## config.mk

```make
export PLATFORM = sky130hd
export DESIGN_NAME = image_scale_down
export DESIGN_NICKNAME = d
export VERILOG_FILES = /design/src/rtl/vp_pkg.sv /design/src/rtl/image_scale_down_scale_dda.sv /design/src/rtl/image_scale_down.sv
export SDC_FILE = /design/constraint.sdc
export NUM_CORES = 1
export LEC_CHECK = 0
export BUFFER_PORTS_ARGS = -buffer_cell sky130_fd_sc_hd__buf_2
export CAP_MARGIN = 20
export CORE_MARGIN = 4
export CORE_UTILIZATION = 30
export DETAILED_ROUTE_END_ITERATION = 8
export GPL_TIMING_DRIVEN = 0
export SYNTH_ARGS = -nofsm -noshare
export SYNTH_HDL_FRONTEND = slang
export SYNTH_SLANG_ARGS = --single-unit
```

## constraint.sdc

```tcl
create_clock -name clk_vp -period 5.7 [get_ports clk_vp]
set_input_delay 1.14 -clock clk_vp [delete_from_list [all_inputs] [get_ports clk_vp]]
set_output_delay 1.14 -clock clk_vp [all_outputs]
set_load 0.01 [all_outputs]
```

## src/rtl/vp_pkg.sv

```systemverilog
// Shared constants for the video-processing chain (crop and scaler stages).
package vp_pkg;

  localparam int DEF_X_WIDTH = 11;
  localparam int DEF_Y_WIDTH = 11;
  localparam int RGB_WIDTH   = 24;

endpackage

```

## src/rtl/image_scale_down_scale_dda.sv

```systemverilog
// Single-axis Bresenham step: decides whether the current input sample is
// kept and produces the accumulator value for the next cycle. Purely
// combinational; the owner holds the accumulator register.
module scale_dda #(
  parameter int ACC_WIDTH = 11,
  parameter int NUM_WIDTH = 11
) (
  input  logic [ACC_WIDTH-1:0] acc,
  input  logic                 step,
  input  logic                 clear,
  input  logic [NUM_WIDTH-1:0] num,
  input  logic [ACC_WIDTH-1:0] den,
  output logic                 hit,
  output logic [ACC_WIDTH-1:0] acc_next
);

  logic [ACC_WIDTH:0] sum;

  // One extra bit so acc + num never wraps before the compare with den.
  always_comb begin
    sum      = {1'b0, acc} + (ACC_WIDTH + 1)'(num);
    hit      = (sum >= {1'b0, den});
    acc_next = acc;
    if (clear) begin
      acc_next = '0;
    end else if (step) begin
      acc_next = ACC_WIDTH'(sum - (hit ? {1'b0, den} : '0));
    end
  end

endmodule

```

## src/rtl/image_scale_down.sv

```systemverilog
// Nearest-neighbour downscaler for the cropped window stream. Pixels and
// lines are decimated with one accumulator per axis, so no line buffer or
// divider is needed. An invalid configuration drops the block into a
// one-cycle-latency bypass until the next frame start.
module image_scale_down
  import vp_pkg::*;
#(
  parameter int IN_X_WIDTH  = DEF_X_WIDTH,
  parameter int IN_Y_WIDTH  = DEF_Y_WIDTH,
  parameter int OUT_X_WIDTH = DEF_X_WIDTH,
  parameter int OUT_Y_WIDTH = DEF_Y_WIDTH
) (
  input  logic                   clk_vp,
  input  logic                   rst_n,
  input  logic [IN_X_WIDTH-1:0]  in_w,
  input  logic [IN_Y_WIDTH-1:0]  in_h,
  input  logic [OUT_X_WIDTH-1:0] out_w,
  input  logic [OUT_Y_WIDTH-1:0] out_h,
  input  logic                   vs_i,
  input  logic                   de_i,
  input  logic [RGB_WIDTH-1:0]   rgb_i,
  output logic                   vs_o,
  output logic                   de_o,
  output logic [RGB_WIDTH-1:0]   rgb_o,
  output logic                   cfg_err,
  output logic                   frame_done
);

  localparam logic [IN_X_WIDTH-1:0]  X_ONE  = IN_X_WIDTH'(1);
  localparam logic [IN_Y_WIDTH-1:0]  Y_ONE  = IN_Y_WIDTH'(1);
  localparam logic [OUT_X_WIDTH-1:0] OX_ONE = OUT_X_WIDTH'(1);
  localparam logic [OUT_Y_WIDTH-1:0] OY_ONE = OUT_Y_WIDTH'(1);

  logic [IN_X_WIDTH-1:0]  in_w_q;
  logic [IN_Y_WIDTH-1:0]  in_h_q;
  logic [OUT_X_WIDTH-1:0] out_w_q;
  logic [OUT_Y_WIDTH-1:0] out_h_q;

  logic [IN_X_WIDTH-1:0]  x_cnt;
  logic [IN_Y_WIDTH-1:0]  y_cnt;
  logic [IN_X_WIDTH-1:0]  x_acc;
  logic [IN_Y_WIDTH-1:0]  y_acc;
  logic [IN_X_WIDTH-1:0]  x_acc_next;
  logic [IN_Y_WIDTH-1:0]  y_acc_next;
  logic [OUT_X_WIDTH-1:0] out_x;
  logic [OUT_Y_WIDTH-1:0] out_y;

  logic armed;
  logic last_emit;
  logic h_hit;
  logic keep_line;
  logic cfg_bad;
  logic pix_step;
  logic line_end;
  logic emit;
  logic last_pix_of_line;
  logic last_line;

  // Configuration check on the values about to be latched at frame start.
  always_comb begin
    cfg_bad = (in_w == '0) | (in_h == '0) | (out_w == '0) | (out_h == '0) |
              (32'(out_w) > 32'(in_w)) | (32'(out_h) > 32'(in_h));
  end

  // Per-cycle qualifiers: counters only move on valid pixels of in-range lines.
  always_comb begin
    pix_step         = armed & ~cfg_err & ~vs_i & de_i & (y_cnt < in_h_q);
    line_end         = pix_step & (x_cnt == in_w_q - X_ONE);
    emit             = pix_step & keep_line & h_hit;
    last_pix_of_line = (out_x == out_w_q - OX_ONE);
    last_line        = (out_y == out_h_q - OY_ONE);
  end

  scale_dda #(
    .ACC_WIDTH (IN_X_WIDTH),
    .NUM_WIDTH (OUT_X_WIDTH)
  ) u_dda_x (
    .acc      (x_acc),
    .step     (pix_step),
    .clear    (vs_i | line_end),
    .num      (out_w_q),
    .den      (in_w_q),
    .hit      (h_hit),
    .acc_next (x_acc_next)
  );

  // The vertical hit at the current accumulator is exactly "keep this line":
  // it is the keep decision the previous line end looked ahead to, and at
  // frame start (y_acc = 0) it reduces to out_h >= in_h.
  scale_dda #(
    .ACC_WIDTH (IN_Y_WIDTH),
    .NUM_WIDTH (OUT_Y_WIDTH)
  ) u_dda_y (
    .acc      (y_acc),
    .step     (line_end),
    .clear    (vs_i),
    .num      (out_h_q),
    .den      (in_h_q),
    .hit      (keep_line),
    .acc_next (y_acc_next)
  );

  // Frame-start latch, input/output counters and registered output stage.
  always_ff @(posedge clk_vp) begin
    if (!rst_n) begin
      in_w_q     <= '0;
      in_h_q     <= '0;
      out_w_q    <= '0;
      out_h_q    <= '0;
      x_cnt      <= '0;
      y_cnt      <= '0;
      x_acc      <= '0;
      y_acc      <= '0;
      out_x      <= '0;
      out_y      <= '0;
      armed      <= 1'b0;
      last_emit  <= 1'b0;
      vs_o       <= 1'b0;
      de_o       <= 1'b0;
      rgb_o      <= '0;
      cfg_err    <= 1'b0;
      frame_done <= 1'b0;
    end else begin
      vs_o       <= vs_i;
      frame_done <= last_emit;
      x_acc      <= x_acc_next;
      y_acc      <= y_acc_next;
      if (vs_i) begin
        armed     <= 1'b1;
        in_w_q    <= in_w;
        in_h_q    <= in_h;
        out_w_q   <= out_w;
        out_h_q   <= out_h;
        cfg_err   <= cfg_bad;
        x_cnt     <= '0;
        y_cnt     <= '0;
        out_x     <= '0;
        out_y     <= '0;
        de_o      <= 1'b0;
        rgb_o     <= '0;
        last_emit <= 1'b0;
      end else begin
        if (cfg_err) begin
          de_o      <= armed & de_i;
          rgb_o     <= (armed & de_i) ? rgb_i : '0;
          last_emit <= 1'b0;
        end else begin
          de_o      <= emit;
          rgb_o     <= emit ? rgb_i : '0;
          last_emit <= emit & last_pix_of_line & last_line;
        end
        if (line_end) begin
          x_cnt <= '0;
          y_cnt <= y_cnt + Y_ONE;
        end else if (pix_step) begin
          x_cnt <= x_cnt + X_ONE;
        end
        if (emit) begin
          if (last_pix_of_line) begin
            out_x <= '0;
            out_y <= out_y + OY_ONE;
          end else begin
            out_x <= out_x + OX_ONE;
          end
        end
      end
    end
  end

endmodule

```

==> flow_summary.toml, run 1 <==
[outcome]
outcome = "complete, no violations"

[worst_setup_path]
critPathCaptureType = "flop"
timing.rr.start = "out_h_q[0]"
slowest_stage = "fa_1"
r2r_cells = 21
startpoint_type = "flop"
reg2reg_to = "y_acc[10]"
cp_max_fo = 10
cp.arrival_ns = 5.71
cp_cell_sequence = "ha_1 > fa_1 > a21oi_1 > o221ai_1 > a31o_2 > a21oi_1 > xnor2_1 > ha_1 > a2111oi_0 > o221ai_1 > clkbuf_2 > and2_1 > ha_1 > fa_1 > o21ai_1 > a211o_1 > o211ai_1 > o21ai_0 > xnor3_1 > mux2_2 > nor2_1"
required_ns = 6.06
crit_family = "compound AO/OA/AOI/OAI gates"
max_stage_delay_ns = 0.41
crit_top_cell = "ha_1"
critPathKind = "flop to flop"
crit_buf_inv = 1
r2r_slack_ns = 0.35

[floorplanning]
start_util = 0.307
die_h_um = 186
dieArea_um2 = 34500
rows = 64
fp.dieW_um = 186
ioPinCount = 100
core_area_um2 = 30900

[timing]
worstMarginPinSlew_ns = 1.05
fmax_ghz = 0.187
setup_viol = 0
hold_slack_ns = 0.446
final_hold_viol_count = 0
fin_ws_ns = 0.353
tns_ns = 0
fin_crit_ns = 5.35
min_period_over_period = 0.938
final-max-slew-violation-count = 0
slew_headroom = 0.293
fin_worst_skew_ns = 0.0119

[pwr]
peakVddDrop_mv = 0.172
power_leakage_nw = 4.66
powerDensity_nw_per_um2 = 243
power.total_mw = 2.69

[logic_synthesis]
ys.flop_type = "dfxtp_1"
synth.avg_cell_area_um2 = 8.57
yosys.area.top_type = "dfxtp_1"
synth_nets = 1286
synth_area_um2 = 9490
synth_area_leaders = "dfxtp_1 (30%), ha_1 (14%), mux2i_1 (6.8%)"
seq_area_frac_synth = 0.295
ys_types = 67
synth_edf_count = 0
async_flop_share = 0
synthTopCellsByCount = "dfxtp_1 (140), ha_1 (103), nor2_1 (94)"
synthCells = 1107
yosys_warnings = 0
synth-seq-cells = 140
netlist.area_leader.share = 0.295
yosysMostFrequentCell = "dfxtp_1"

[min_path]
whs_path_depth = 1
hold_end = "frame_done"
hp-class = "flop to flop"
hold_start = "last_emit"

[clocking]
cts_buffers = 17
clockBufferDepth = 2
cts_tree = "yes"
htree_levels = 4
path_clk_slew_ns = 0.06
clkLatencyLatePin_ns = 0.42
cts_num_sinks = 140
root_buffer = "clkbuf_16"

[run]
cap_violations = 0

[cells_and_area]
synthToLayoutAreaGrowth_pct = 16.9
final.fill_count = 3227
fin_nets = 1405
final_layout_size_suffix_gt1_frac = 0.129
antennaDiodeCount = 0

[global_route]
grt_usage = 0.147
grt_max_degree = 17
antenna_found_initial = 0
grt_overflow = 0
grt_pass1_vias = 7835
grt_pass1_wl_mm = 40.4

[place]
preCtsSetupSlack_ns = 0.111
dpl.hpwl_mm = 20.3
port_buffers = 98
gp_congestion = 0.878

[drt]
routed_wl_mm = 25.3
via_per_inst = 4.94
top_layer_used = "met4"
drt-met1-wl_mm = 11.8
ant_nets = 0
wl_met2_mm = 12.1
vias = 8082
drtPass1Iterations = 4
drcViolationCount = 0
avgRoutedWirePerCell_um = 15.5
dr.first_iter.drc_count = 356
wl_met3_um = 920
[worst register-to-register path: cells and delay by family (launching register included)]
family	cells	cell delay [ns]
AND/OR/NAND/NOR	2	0.27
adder cells (fa/ha/maj)	5	1.49
buffers and inverters	1	0.24
XOR/XNOR	2	0.35
flip-flops	1	0.37
AO/OA/AOI/OAI	10	2.29
multiplexers	1	0.27
[timing repair]
item,CTS,global route
hold buffers,0,0
setup buffers,0,1
endpoints found under the setup margin,0,9
gates resized for setup,0,11
[through the flow]
stage / std cells / area, um2 / util
floorplan: 1107 / 9490 / -
global placement: 1601 / 10500 / 0.339
detailed placement: 1602 / 10500 / 0.339
CTS: 1634 / 11100 / 0.358
global route: 1635 / 11100 / 0.359
finish: 1635 / 11100 / 0.359
[registers in the layout (all words and copies together), names as in the netlist, 11 cells and up]
name,count
out_h_q,11
in_w_q,11
y_acc,11
out_w_q,11
out_x,11
rgb_o,24
in_h_q,11
y_cnt,11
x_cnt,11
out_y,11
x_acc,11
[cell usage in the layout, fill, tap and decap left out, drive strengths merged, types with 30 or more instances in the layout]
master  instances
a21oi          52
dfxtp         140
nor2           94
xnor2          70
buf           113
clkbuf         47
xor2           30
and2           30
mux2i          64
nand2          52
nor2b          56
inv            78
ha            103
nand3          35
o21ai          41
[per-layer routing]
| metal | track usage | vias to the layer above |
|---|---|---|
| li1 | - | 4139 |
| met1 | 0.195 | 3789 |
| met2 | 0.248 | 128 |
| met3 | 0.0242 | 26 |
| met4 | 0.0423 | 0 |
| met5 | 0 | - |
[power by group]
part / internal, mW / switching, mW
sequential: 1.00 / 0.0307
combinational: 0.243 / 0.310
clock: 0.647 / 0.458
[cell families after synthesis]
kind of cell    after synthesis  share of synthesized area
buf+inv                     117                     0.0488
compound gates              187                      0.127
xor+xnor                    102                     0.0972
simple gates                388                      0.217
fa+ha+maj                   107                      0.144
flops                       140                      0.295
mux                          66                     0.0699
[how the worst max path moves through the flow]
| stage | startpoint | to | slack, ns | depth (start not counted) |
|---|---|---|---|---|
| after floorplan | out_h_q[0] | y_acc[10] | 0.91 | 21 |
| after global placement | out_h_q[4] | y_acc[10] | -0.00001 | 22 |
| after detailed placement | out_h_q[4] | y_acc[10] | 0.11 | 22 |
| after CTS | out_h_q[4] | y_acc[10] | 0.04 | 22 |
| after global routing | out_h_q[0] | y_acc[10] | -0.01 | 21 |
| final | out_h_q[0] | y_acc[10] | 0.35 | 21 |
[final cells by class]
type	instances	area, um2	share of cell area
flip-flops and latches	140	2810	0.253
clock buffers	19	433	0.0390
inverters	76	285	0.0257
plain buffers	41	179	0.0161
clock inverters	13	144	0.0130
repair buffers	100	503	0.0453
well taps	396	495	0.0447
multi-input cells	850	6250	0.563
No activity file was read; power rests on OpenSTA's default activity.
==> inputs of run 2 (changes only) <==
CORE_MARGIN = 1   (was 4)
==> flow_summary.toml, run 2 (same netlist as run 1, synthesis figures left out) <==
[pwr]
swShare = 0.288
pwr-share-clk = 0.420
power.total_mw = 2.73
pwr-share-seq = 0.378
peakVddDrop_mv = 0.169
internal-power_mw = 1.95
p_sw_mw = 0.787
p_comb_frac = 0.201
powerDensity_nw_per_um2 = 246
power_leakage_nw = 4.67

[clocking]
root_buffer = "clkbuf_16"
cts_num_sinks = 140
clockBufferDepth = 2
htree_levels = 4
clkLatencyLatePin_ns = 0.43
cts_tree = "yes"
hold_buffers = 0
cts_buffers = 17
path_clk_slew_ns = 0.06

[worst_setup_path]
slowest_stage = "fa_1"
crit_buf_inv = 1
startpoint_type = "flop"
required_ns = 6.06
cp_cell_sequence = "ha_1 > fa_1 > a21oi_1 > o221ai_1 > a31o_2 > a21oi_1 > xnor2_1 > ha_1 > a2111oi_0 > o221ai_1 > clkbuf_2 > and2_1 > ha_1 > fa_1 > o21ai_1 > a211o_1 > o211ai_1 > o21ai_0 > xnor3_1 > mux2_2 > nor2_1"
critPathCaptureType = "flop"
cp_max_fo = 10
max_stage_delay_ns = 0.42
crit_family = "compound AO/OA/AOI/OAI gates"
critPathKind = "flop to flop"
cp.arrival_ns = 5.72
r2r_slack_ns = 0.34
crit_top_cell = "ha_1"

[timing]
worstMarginPinSlew_ns = 1.02
tns_ns = 0
fin_ws_ns = 0.335
setup_viol = 0
fmax_ghz = 0.186
fin_worst_skew_ns = 0.0115
fin_crit_ns = 5.36
final_hold_viol_count = 0
slew_headroom = 0.312
final-max-slew-violation-count = 0
min_period_over_period = 0.941
rsz0062_at_grt = "false"

[cells_and_area]
final_layout_size_suffix_gt1_frac = 0.128
top_register = "rgb_o"
instances_no_fill = 1637
multiInputGateArea_um2 = 6230
fin_nets = 1406
largest_register_ff_count = 24
register_area_um2 = 2810
final_cell_mix = "dfxtp_1 (137), buf_2 (103), ha_1 (103)"
final_util = 0.360
synthToLayoutAreaGrowth_pct = 17.0
final.fill_count = 3208
final_common_cell = "dfxtp_1"

[global_route]
grt_usage = 0.157
grt_overflow = 0
grt_max_degree = 17
antenna_found_initial = 1
grt_pass1_wl_mm = 40.3
grt_pass1_vias = 7707

[floorplanning]
core_area_um2 = 30800
start_util = 0.308
ioPinCount = 100
dieArea_um2 = 32300
fp.dieW_um = 180
die_h_um = 180
rows = 64

[min_path]
hp-class = "flop to flop"

[run]
cap_violations = 0

[outcome]
violations = "design-rule violations"
outcome = "finished with violations"

[place]
port_buffers = 98
gp_congestion = 0.855
dpl.hpwl_mm = 20.2
dp_cells = 1602
preCtsSetupSlack_ns = 0.0763

[drt]
vias = 8151
drcViolationCount = 10
dr.first_iter.drc_count = 439
routed_wl_mm = 25.2
drtPass1Iterations = 9
avgRoutedWirePerCell_um = 15.4
via_per_inst = 4.98
ant_nets = 0
==> run 2: cell count changes in the layout (fill, tap and decap cells not counted), sizes merged <==
cell      previous run  this run
clkinvlp             4         3
clkbuf              47        49
clkinv               5         2
bufinv               2         3
diode                0         2
buf                113       114
==> run 2: repair_timing <==
action,in CTS,in global routing
gates resized for setup,0,10
buffers inserted,0,2
endpoints found under the setup margin,0,8
==> run 2: cell type report <==
| cell class | count | area share |
|---|---|---|
| plain buffers | 41 | 0.0161 |
| multi-input cells | 850 | 0.561 |
| clock inverters | 10 | 0.0126 |
| diodes | 2 | 0.000451 |
| flip-flops and latches | 140 | 0.253 |
| inverters | 76 | 0.0257 |
| well taps | 396 | 0.0446 |
| clock buffers | 21 | 0.0406 |
| repair buffers | 101 | 0.0460 |
==> run 2: final timing paths <==
kind | start | to | cells after the start
max | out_h_q[0] | y_acc[10] | 21
max reg2reg | out_h_q[0] | y_acc[10] | 21
min reg2reg | last_emit | frame_done | 1
min | last_emit | frame_done | 1
==> run 2: layer usage <==
metal / up-vias / global-route usage / share of wire
li1: 4139 / - / -
met1: 3826 / 0.206 / 0.47
met2: 157 / 0.266 / 0.48
met3: 29 / 0.0239 / 0.039
met4: 0 / 0.0452 / 0.013
met5: - / 0 / 0
==> run 2: through the flow <==
step | hold WS (ns) | area, um2
finish | 0.442 | 11100
global route | 0.464 | 11100
global placement | 0.421 | 10500
CTS | 0.445 | 11100
floorplan | 0.412 | 9490
detailed placement | 0.431 | 10500
==> run 2: power groups by stage <==
stage                     logic [mW]  registers, mW  clock network [mW]
final                          0.550           1.03                1.15
after floorplan                0.396           1.04                   0
after global routing           0.616           1.04                1.21
after global placement         0.533           1.05                   0
after detailed placement       0.540           1.05                   0
after CTS                      0.544           1.03                1.17
==> inputs of run 3 (changes only) <==
CORE_UTILIZATION = 40   (was 30)
==> flow_summary.toml, run 3 (same netlist as run 1, synthesis figures left out) <==
[outcome]
outcome = "complete, no violations"

[cells_and_area]
final_util = 0.478
final_cell_mix = "dfxtp_1 (139), buf_2 (103), ha_1 (103)"
largest_register_ff_count = 24
fin_nets = 1404
synthToLayoutAreaGrowth_pct = 15.7
antennaDiodeCount = 0
final_layout_size_suffix_gt1_frac = 0.132
final.fill_count = 2244
instances_no_fill = 1551
multiInputGateArea_um2 = 6270
fin_area_um2 = 11000
final_common_cell = "dfxtp_1"
register_area_um2 = 2800
top_register = "rgb_o"

[global_route]
grt_max_degree = 17
antenna_found_initial = 0
grt_overflow = 0
grt_usage = 0.212
grt_pass1_wl_mm = 40.2
grt_pass1_vias = 7756

[floorplanning]
dieArea_um2 = 24300
die_h_um = 156
core_area_um2 = 23000
fp.dieW_um = 156
start_util = 0.413
rows = 55
ioPinCount = 100

[place]
preCtsSetupSlack_ns = -0.117
port_buffers = 98
dp_cells = 1519
place_area_um2 = 10400
gp_congestion = 0.867
dpl.hpwl_mm = 19.8

[drt]
drcViolationCount = 0
dr.first_iter.drc_count = 393
ant_nets = 0
avgRoutedWirePerCell_um = 16.1
drtPass1Iterations = 5
routed_wl_mm = 24.9
vias = 8032
via_per_inst = 5.18

[clocking]
clockBufferDepth = 2
root_buffer = "clkbuf_16"
cts_num_sinks = 140
path_clk_slew_ns = 0.06
clkLatencyLatePin_ns = 0.43
htree_levels = 4
cts_buffers = 17
cts_tree = "yes"
cts_setup_buffers = 0

[pwr]
power_leakage_nw = 4.65
powerDensity_nw_per_um2 = 242
peakVddDrop_mv = 0.147

[worst_setup_path]
critPathKind = "flop to flop"
critPathCaptureType = "flop"
required_ns = 6.06
slowest_stage = "dfxtp_1"
max_stage_delay_ns = 0.44
cp.arrival_ns = 5.67
cp_max_fo = 10
crit_top_cell = "ha_1"
r2r_slack_ns = 0.39
startpoint_type = "flop"
reg2reg_to = "y_acc[10]"
timing.rr.start = "out_h_q[1]"
cp_cell_sequence = "ha_1 > a211oi_1 > o31ai_2 > o2111ai_2 > nand2_1 > xor2_1 > ha_1 > a211oi_1 > o21ai_0 > a21oi_1 > o221ai_2 > clkbuf_2 > and2_1 > ha_1 > fa_1 > o21ai_2 > a211o_1 > o211ai_1 > o21ai_1 > xnor3_1 > mux2_2 > nor2_1"
r2r_cells = 22

[timing]
setup_viol = 0
rsz0062_at_grt = "false"
min_period_over_period = 0.932
final_hold_viol_count = 0
fin_crit_ns = 5.31
slew_headroom = 0.275
worstMarginPinSlew_ns = 1.08
fmax_ghz = 0.188
final-max-slew-violation-count = 0
fin_ws_ns = 0.386
fin_worst_skew_ns = 0.0125

[min_path]
hold_end = "frame_done"
hp-class = "flop to flop"
hold_start = "last_emit"
whs_path_depth = 1

[run]
cap_violations = 0
## run 3: critical path, delay by kind of cell, from the launching register on
family / cells / cell delay, ns
AOI/OAI and AO/OA: 11 / 2.24
xor gates and xnor gates: 2 / 0.48
adders and majority gates: 4 / 1.19
buffers and inverters: 1 / 0.26
DFF: 1 / 0.44
muxes: 1 / 0.26
and+or+nand+nor: 3 / 0.37
## run 3: per-layer routing
layer	vias up	GRT usage	part of all wire
li1	4144	-	-
met1	3764	0.274	0.48
met2	102	0.364	0.48
met3	22	0.0339	0.026
met4	0	0.0607	0.016
met5	-	0	0
## run 3: final cells by class
cell class                 instances  area share
clock inverter                    11     0.00855
sequential                       140       0.255
buffer                            41      0.0163
inverter                          76      0.0260
clock buffer                      21      0.0419
multi-input combinational        850       0.571
timing repair buffer              99      0.0451
tap                              313      0.0357
## run 3: worst max path at each step
stage / cells after the start / slack [ns] / from / end
2_1_floorplan: 21 / 0.91 / out_h_q[0] / y_acc[10]
3_3_place_gp: 22 / -0.10 / out_h_q[4] / y_acc[10]
3_5_place_dp: 22 / -0.12 / out_h_q[4] / y_acc[10]
4_1_cts: 22 / 0.03 / out_h_q[4] / y_acc[10]
5_1_grt: 24 / 0.02 / out_w_q[1] / x_acc[9]
6_report: 22 / 0.39 / out_h_q[1] / y_acc[10]
## run 3: repair_timing
action | 4_1_cts | 5_1_grt
endpoints found under the setup margin | 1 | 8
gates resized for setup | 2 | 13
pin swaps | 0 | 0
hold buffers | 0 | 0
## run 3: report_power, final
group	internal (mW)	total (mW)	switching [mW]	leakage (nW)
registers	1.00	1.03	0.0300	1.14
logic	0.242	0.550	0.308	3.25
clock network	0.620	1.07	0.451	0.265
total	1.86	2.65	0.788	4.65
## run 3: per-stage QoR
step	power, mW	setup TNS (ns)	hold WS, ns
after detailed placement	1.59	-0.117	0.436
after global routing	2.79	0	0.461
after floorplan	1.44	0	0.412
after global placement	1.58	-0.103	0.424
final	2.65	0	0.446
after CTS	2.66	0	0.446
